--- src/rtl/ctrl_pkg.sv ---
// Shared controller definitions: opcodes, sequencer state encoding and ISR field positions.
package ctrl_pkg;

  localparam logic [3:0] OP_NOP = 4'h0;
  localparam logic [3:0] OP_ALU = 4'h1;
  localparam logic [3:0] OP_LDI = 4'h2;
  localparam logic [3:0] OP_LD  = 4'h3;
  localparam logic [3:0] OP_ST  = 4'h4;
  localparam logic [3:0] OP_JMP = 4'h5;
  localparam logic [3:0] OP_JZ  = 4'h6;
  localparam logic [3:0] OP_HLT = 4'hF;

  typedef enum logic [2:0] {
    ST_IDLE   = 3'd0,
    ST_FETCH  = 3'd1,
    ST_DECODE = 3'd2,
    ST_EXEC   = 3'd3,
    ST_MEM    = 3'd4,
    ST_WB     = 3'd5,
    ST_HALT   = 3'd6,
    ST_TRAP   = 3'd7
  } state_e;

  // RS and IMM deliberately overlap in the low byte of the instruction.
  localparam int OP_HI  = 15;
  localparam int OP_LO  = 12;
  localparam int RD_HI  = 11;
  localparam int RD_LO  = 8;
  localparam int RS_HI  = 7;
  localparam int RS_LO  = 4;
  localparam int IMM_HI = 7;
  localparam int IMM_LO = 0;

endpackage

--- src/rtl/wait_timer.sv ---
// Memory wait counter: counts stalled cycles and flags when the wait limit is reached.
module wait_timer #(
  parameter int unsigned TIMEOUT = 15,
  parameter int unsigned CNT_W   = 4
) (
  input  logic CLK,
  input  logic CLR,
  input  logic clear,
  input  logic enable,
  output logic expired
);

  logic [CNT_W-1:0] count_q;
  logic [CNT_W-1:0] count_d;

  // Clear has priority so a fresh wait phase always starts counting from zero.
  always_comb begin
    count_d = count_q;
    if (clear) begin
      count_d = '0;
    end else if (enable) begin
      count_d = count_q + CNT_W'(1);
    end
  end

  // Counter register, reset asynchronously with the rest of the controller.
  always_ff @(posedge CLK or negedge CLR) begin
    if (!CLR) begin
      count_q <= '0;
    end else begin
      count_q <= count_d;
    end
  end

  // A zero limit turns the timeout off entirely.
  assign expired = (TIMEOUT != 0) && (count_q == CNT_W'(TIMEOUT));

endmodule

--- src/rtl/instr_sequencer.sv ---
// Instruction sequencer: fetch handshake, ISR decode and execute/memory/writeback strobes.
module instr_sequencer
  import ctrl_pkg::*;
#(
  parameter int unsigned TIMEOUT = 15,
  parameter int unsigned CNT_W   = 4
) (
  input  logic        CLK,
  input  logic        CLR,
  input  logic        START,
  input  logic        MRDY,
  input  logic        ZF,
  input  logic [15:0] ISR,
  output logic        MREQ,
  output logic        MWE,
  output logic        MIS,
  output logic        PC_INC,
  output logic        PC_LD,
  output logic        ALU_EN,
  output logic        RF_WE,
  output logic [3:0]  OP,
  output logic [3:0]  RD,
  output logic [3:0]  RS,
  output logic [7:0]  IMM,
  output logic        HALTED,
  output logic        ILLEGAL,
  output logic        TMO
);

  state_e     state_q, state_d;
  logic [3:0] op_q, op_d;
  logic [3:0] rd_q, rd_d;
  logic [3:0] rs_q, rs_d;
  logic [7:0] imm_q, imm_d;
  logic       illegal_q, illegal_d;
  logic       tmo_q, tmo_d;
  logic       in_wait;
  logic       wait_step;
  logic       wait_clear;
  logic       wait_expired;
  logic [3:0] isr_op;

  assign isr_op     = ISR[OP_HI:OP_LO];
  assign in_wait    = (state_q == ST_FETCH) || (state_q == ST_MEM);
  assign wait_step  = in_wait && !MRDY;
  assign wait_clear = !wait_step;

  wait_timer #(
    .TIMEOUT (TIMEOUT),
    .CNT_W   (CNT_W)
  ) u_wait_timer (
    .CLK     (CLK),
    .CLR     (CLR),
    .clear   (wait_clear),
    .enable  (wait_step),
    .expired (wait_expired)
  );

  // Next state, field capture in DECODE and the sticky fault flags.
  always_comb begin
    state_d   = state_q;
    op_d      = op_q;
    rd_d      = rd_q;
    rs_d      = rs_q;
    imm_d     = imm_q;
    illegal_d = illegal_q;
    tmo_d     = tmo_q;
    case (state_q)
      ST_IDLE: begin
        if (START) state_d = ST_FETCH;
      end
      ST_FETCH: begin
        if (MRDY) begin
          state_d = ST_DECODE;
        end else if (wait_expired) begin
          state_d = ST_TRAP;
          tmo_d   = 1'b1;
        end
      end
      ST_DECODE: begin
        op_d  = isr_op;
        rd_d  = ISR[RD_HI:RD_LO];
        rs_d  = ISR[RS_HI:RS_LO];
        imm_d = ISR[IMM_HI:IMM_LO];
        case (isr_op)
          OP_NOP:                         state_d = ST_FETCH;
          OP_ALU, OP_LDI, OP_JMP, OP_JZ:  state_d = ST_EXEC;
          OP_LD, OP_ST:                   state_d = ST_MEM;
          OP_HLT:                         state_d = ST_HALT;
          default: begin
            state_d   = ST_TRAP;
            illegal_d = 1'b1;
          end
        endcase
      end
      ST_EXEC: begin
        state_d = ST_FETCH;
      end
      ST_MEM: begin
        if (MRDY) begin
          state_d = (op_q == OP_LD) ? ST_WB : ST_FETCH;
        end else if (wait_expired) begin
          state_d = ST_TRAP;
          tmo_d   = 1'b1;
        end
      end
      ST_WB: begin
        state_d = ST_FETCH;
      end
      ST_HALT: begin
        if (START) state_d = ST_FETCH;
      end
      default: begin
        state_d = ST_TRAP;
      end
    endcase
  end

  // Datapath strobes follow the current state; only MIS/PC_INC look at MRDY.
  always_comb begin
    MREQ   = 1'b0;
    MWE    = 1'b0;
    MIS    = 1'b0;
    PC_INC = 1'b0;
    PC_LD  = 1'b0;
    ALU_EN = 1'b0;
    RF_WE  = 1'b0;
    HALTED = 1'b0;
    case (state_q)
      ST_FETCH: begin
        MREQ   = 1'b1;
        MIS    = MRDY;
        PC_INC = MRDY;
      end
      ST_EXEC: begin
        ALU_EN = (op_q == OP_ALU);
        RF_WE  = (op_q == OP_ALU) || (op_q == OP_LDI);
        PC_LD  = (op_q == OP_JMP) || ((op_q == OP_JZ) && ZF);
      end
      ST_MEM: begin
        MREQ = 1'b1;
        MWE  = (op_q == OP_ST);
      end
      ST_WB: begin
        RF_WE = 1'b1;
      end
      ST_HALT: begin
        HALTED = 1'b1;
      end
      default: begin
      end
    endcase
  end

  // State, decoded fields and sticky flags, all cleared by the asynchronous reset.
  always_ff @(posedge CLK or negedge CLR) begin
    if (!CLR) begin
      state_q   <= ST_IDLE;
      op_q      <= '0;
      rd_q      <= '0;
      rs_q      <= '0;
      imm_q     <= '0;
      illegal_q <= 1'b0;
      tmo_q     <= 1'b0;
    end else begin
      state_q   <= state_d;
      op_q      <= op_d;
      rd_q      <= rd_d;
      rs_q      <= rs_d;
      imm_q     <= imm_d;
      illegal_q <= illegal_d;
      tmo_q     <= tmo_d;
    end
  end

  assign OP      = op_q;
  assign RD      = rd_q;
  assign RS      = rs_q;
  assign IMM     = imm_q;
  assign ILLEGAL = illegal_q;
  assign TMO     = tmo_q;

endmodule
--- config.mk ---
export PLATFORM = sky130hd
export DESIGN_NAME = instr_sequencer
export DESIGN_NICKNAME = d
export VERILOG_FILES = /design/src/rtl/ctrl_pkg.sv /design/src/rtl/wait_timer.sv /design/src/rtl/instr_sequencer.sv
export SDC_FILE = /design/constraint.sdc
export NUM_CORES = 1
export LEC_CHECK = 0
export BUFFER_PORTS_ARGS = -buffer_cell sky130_fd_sc_hd__buf_2
export CORE_AREA = 5 5 57 59
export DETAILED_ROUTE_END_ITERATION = 12
export DIE_AREA = 0 0 62 64
export HOLD_SLACK_MARGIN = 0.15
export PLACE_DENSITY = 0.82
export SYNTH_ARGS = -nofsm -noshare
export SYNTH_HDL_FRONTEND = slang
export SYNTH_HIERARCHICAL = 1
export SYNTH_SLANG_ARGS = --single-unit
--- constraint.sdc ---
create_clock -name CLK -period 4.1 [get_ports CLK]
set_clock_uncertainty 0.15 [all_clocks]
set_input_delay 0.41 -clock CLK [delete_from_list [all_inputs] [get_ports CLK]]
set_output_delay 0.41 -clock CLK [all_outputs]
set_load 0.01 [all_outputs]
==> run_results.csv <==
group,metric,value,unit
die,num_rows,19,
sta,rsz0062_at_grt,"false",
hold_path,min_from,"ISR[7]",
clock_network,numCtsBuffers,3,
sta,slew_headroom,63.85,%
final_layout,final_cell_mix,"50 x buf_2, 25 x dfrtp_1, 10 x mux2_4, 7 x mux2_2, 7 x dlygate4sd3_1",
global_route,overflow,0,
placed_design,io_buffers,50,
detailed_routing,dr.pass1.iters,4,
setup_path,cp_data_required_time,3540,ps
sta,tightestPinTransition,542.2,ps
clock_network,htree_levels,1,
final_layout,antenna_cells,0,
final_layout,final_common_cell,"buf_2",
logic_synthesis,synth_edf_count,0,
setup_path,crit_arrival,1590,ps
sta,maxSlewViolCount,0,
placed_design,dp_cells,185,
global_route,track_usage,15.66,%
power_and_ir_drop,powerDensity,647.2,nW/um^2
sta,max_freq,465.2,MHz
logic_synthesis,synthTopCellsByArea,"dfrtp_1 47%, mux2_4 11%, mux2_2 5.9%, buf_4 2.8%, xnor2_1 2.0%",
placed_design,gp_congestion,0.7249,
global_route,grtUsageMet1,19.97,%
final_layout,fillers,228,
die,num_io_pins,51,
logic_synthesis,synth_top_flop_cell,"dfrtp_1",
die,dieArea,3968,um^2
sta,hold_ws,167.0,ps
global_route,antenna_found_initial,0,
final_layout,multi_input_comb_area,634.4,um^2
clock_network,clk_latency,320,ps
final_layout,fin_cells,196,
placed_design,dp_hpwl,2236,um
logic_synthesis,syn-instance-count,112,
job,maxCapViolCount,0,
global_route,grt_start_max_net_pins,26,
detailed_routing,via_per_inst,5.378,
sta,setup_tns,0,ps
global_route,top_usage_layer,"met2",
power_and_ir_drop,p_leak,0.8099,nW
sta,post-route-period-util,52.42,%
setup_path,path_max_fanout,13,
logic_synthesis,synth_seq_cells,25,
logic_synthesis,synthArstFlopShare,100.0,%
detailed_routing,ant_nets,0,
clock_network,cts_tree,"built",
clock_network,cts_root_buffer,"clkbuf_4",
sta,period_needed,2149,ps
detailed_routing,avgRoutedWirePerCell,15.22,um
final_layout,post-route-util,62.36,%
clock_network,clock-sinks,25,
global_route,grt_pass1_vias,1045,
logic_synthesis,yosysTopAreaCell,"dfrtp_1",
setup_path,r2r-start,"state_q[2]",
sta,setup_viol,0,
detailed_routing,routed_wl,2983,um
status,outcome,"finished clean",
final_layout,drive_gt1_share,46.06,%
clock_network,postCtsSetupBuffers,0,
detailed_routing,num_vias,1054,
detailed_routing,first_iter_violations,28,
setup_path,crit_type,"flip-flop to output port",
clock_network,clk_pin_slew,150,ps
die,initial_utilization,50.52,%
logic_synthesis,ys_seq_area_share,46.51,%
logic_synthesis,ys_warn_count,6,
global_route,grtUsageMet2,26.17,%
logic_synthesis,synth.cell_area,1345,um^2
logic_synthesis,syn_nets,134,
final_layout,final_net_count,188,
setup_path,critPathLaunchType,"flip-flop",
global_route,grt.met3_usage,2.414,%
final_layout,syn2layout_area_growth,23.44,%
die,chipWidth,62,um
setup_path,crit_path_end_kind,"output port",
sta,hold_violations,0,
global_route,grt_pass1_wl,4712,um
logic_synthesis,syn_avg_cell_area,12.01,um^2
die,die_y,64,um
final_layout,regArea,625.6,um^2
setup_path,crit_start,"state_q[1]",
logic_synthesis,ys_types,43,
hold_path,min_path_type,"primary input to flip-flop",
logic_synthesis,netlist.area_leader.share,46.51,%
power_and_ir_drop,vdd_ir_drop_max,0.5079,mV
clock_network,max-clock-path-buffers,2,
detailed_routing,route.detailed.drc,0,
die,coreArea,2663,um^2
## metal layers
layer | vias to the layer above | wire, um
met3 | 4 | 182
met2 | 33 | 1554
met5 | - | 0
met1 | 511 | 1209
li1 | 506 | -
met4 | 0 | 36
## where the power goes
group          total [W]  switching, W  leakage [nW]  internal (W)
sequential      0.000446      0.000102         0.307      0.000345
clock           0.000112     0.0000751        0.0139     0.0000373
combinational   0.000516      0.000243         0.489      0.000273
## metrics by stage
step	setup slack [ps]	area [um^2]	total power [W]
after floorplan	2210	1345	0.0008074
after global placement	2215	1560	0.0009393
after detailed placement	2162	1560	0.0009644
after CTS	1952	1620	0.001079
after global routing	1807	1660	0.001151
final	1951	1660	0.001075
## area by class of cell
type / instances / share of cell area (%)
well taps: 31 / 2.336
flip-flops and latches: 25 / 37.68
multi-input cells: 76 / 38.21
inverters: 3 / 0.6782
clock buffers: 3 / 1.356
repair buffers: 57 / 19.29
clock inverters: 1 / 0.4521
## state kept, by name (all words and copies together) (netlist names)
signal and flops:
IMM 4, TMO 1, state_q 3, RD 4
OP 4, u_wait_timer/count_q 4, ILLEGAL 1, RS 4
## repair_timing
action / 4_1_cts / 5_1_grt
resized for setup: 0 / 0
endpoints found under the setup margin: 0 / 0
endpoints found under the hold margin: 27 / 4
hold buffers: 3 / 4
## Yosys cell counts, types with 2 or more instances
cell / instances
nand3_1: 3
o21ai_0: 2
a21oi_1: 2
and3_1: 3
dfrtp_1: 25
nand2b_1: 3
o22ai_1: 2
a21o_1: 2
mux2_4: 10
xnor2_1: 3
buf_4: 5
inv_1: 3
nand2_1: 2
or3_1: 2
nor2_1: 6
mux2_2: 7
nor4_1: 2
a21boi_0: 3
a2bb2oi_1: 2
o311ai_0: 2
## critical path, cell delays in order, from the launching register on
cell     delay [ps]
dfrtp_1         570
nand3_1         180
o41ai_1         330
buf_2           190
## worst paths after layout
kind | endpoint | slack, ps | cells past startpoint
worst max-delay path | RF_WE | 1950 | 3
worst min register to register | ILLEGAL | 330 | 1
max in group asynchronous | RD[3] | 3010 | 2
min in group asynchronous | RS[0] | 420 | 2
worst max register to register | u_wait_timer/count_q[3] | 2120 | 5
worst min-delay path | RS[3] | 170 | 2
## logic make-up (layout without fill, tap and decap cells)
family | count (synthesis) | count (layout) | share of synthesized area [%]
flops | 25 | 25 | 46.51
buf+inv | 11 | 64 | 6.325
compound gates | 21 | 21 | 11.72
simple gates | 33 | 33 | 14.79
mux | 18 | 18 | 17.77
xor+xnor | 3 | 3 | 1.954
fa+ha+maj | 1 | 1 | 0.9301
Note: power is estimated with default switching activity, not from simulation.
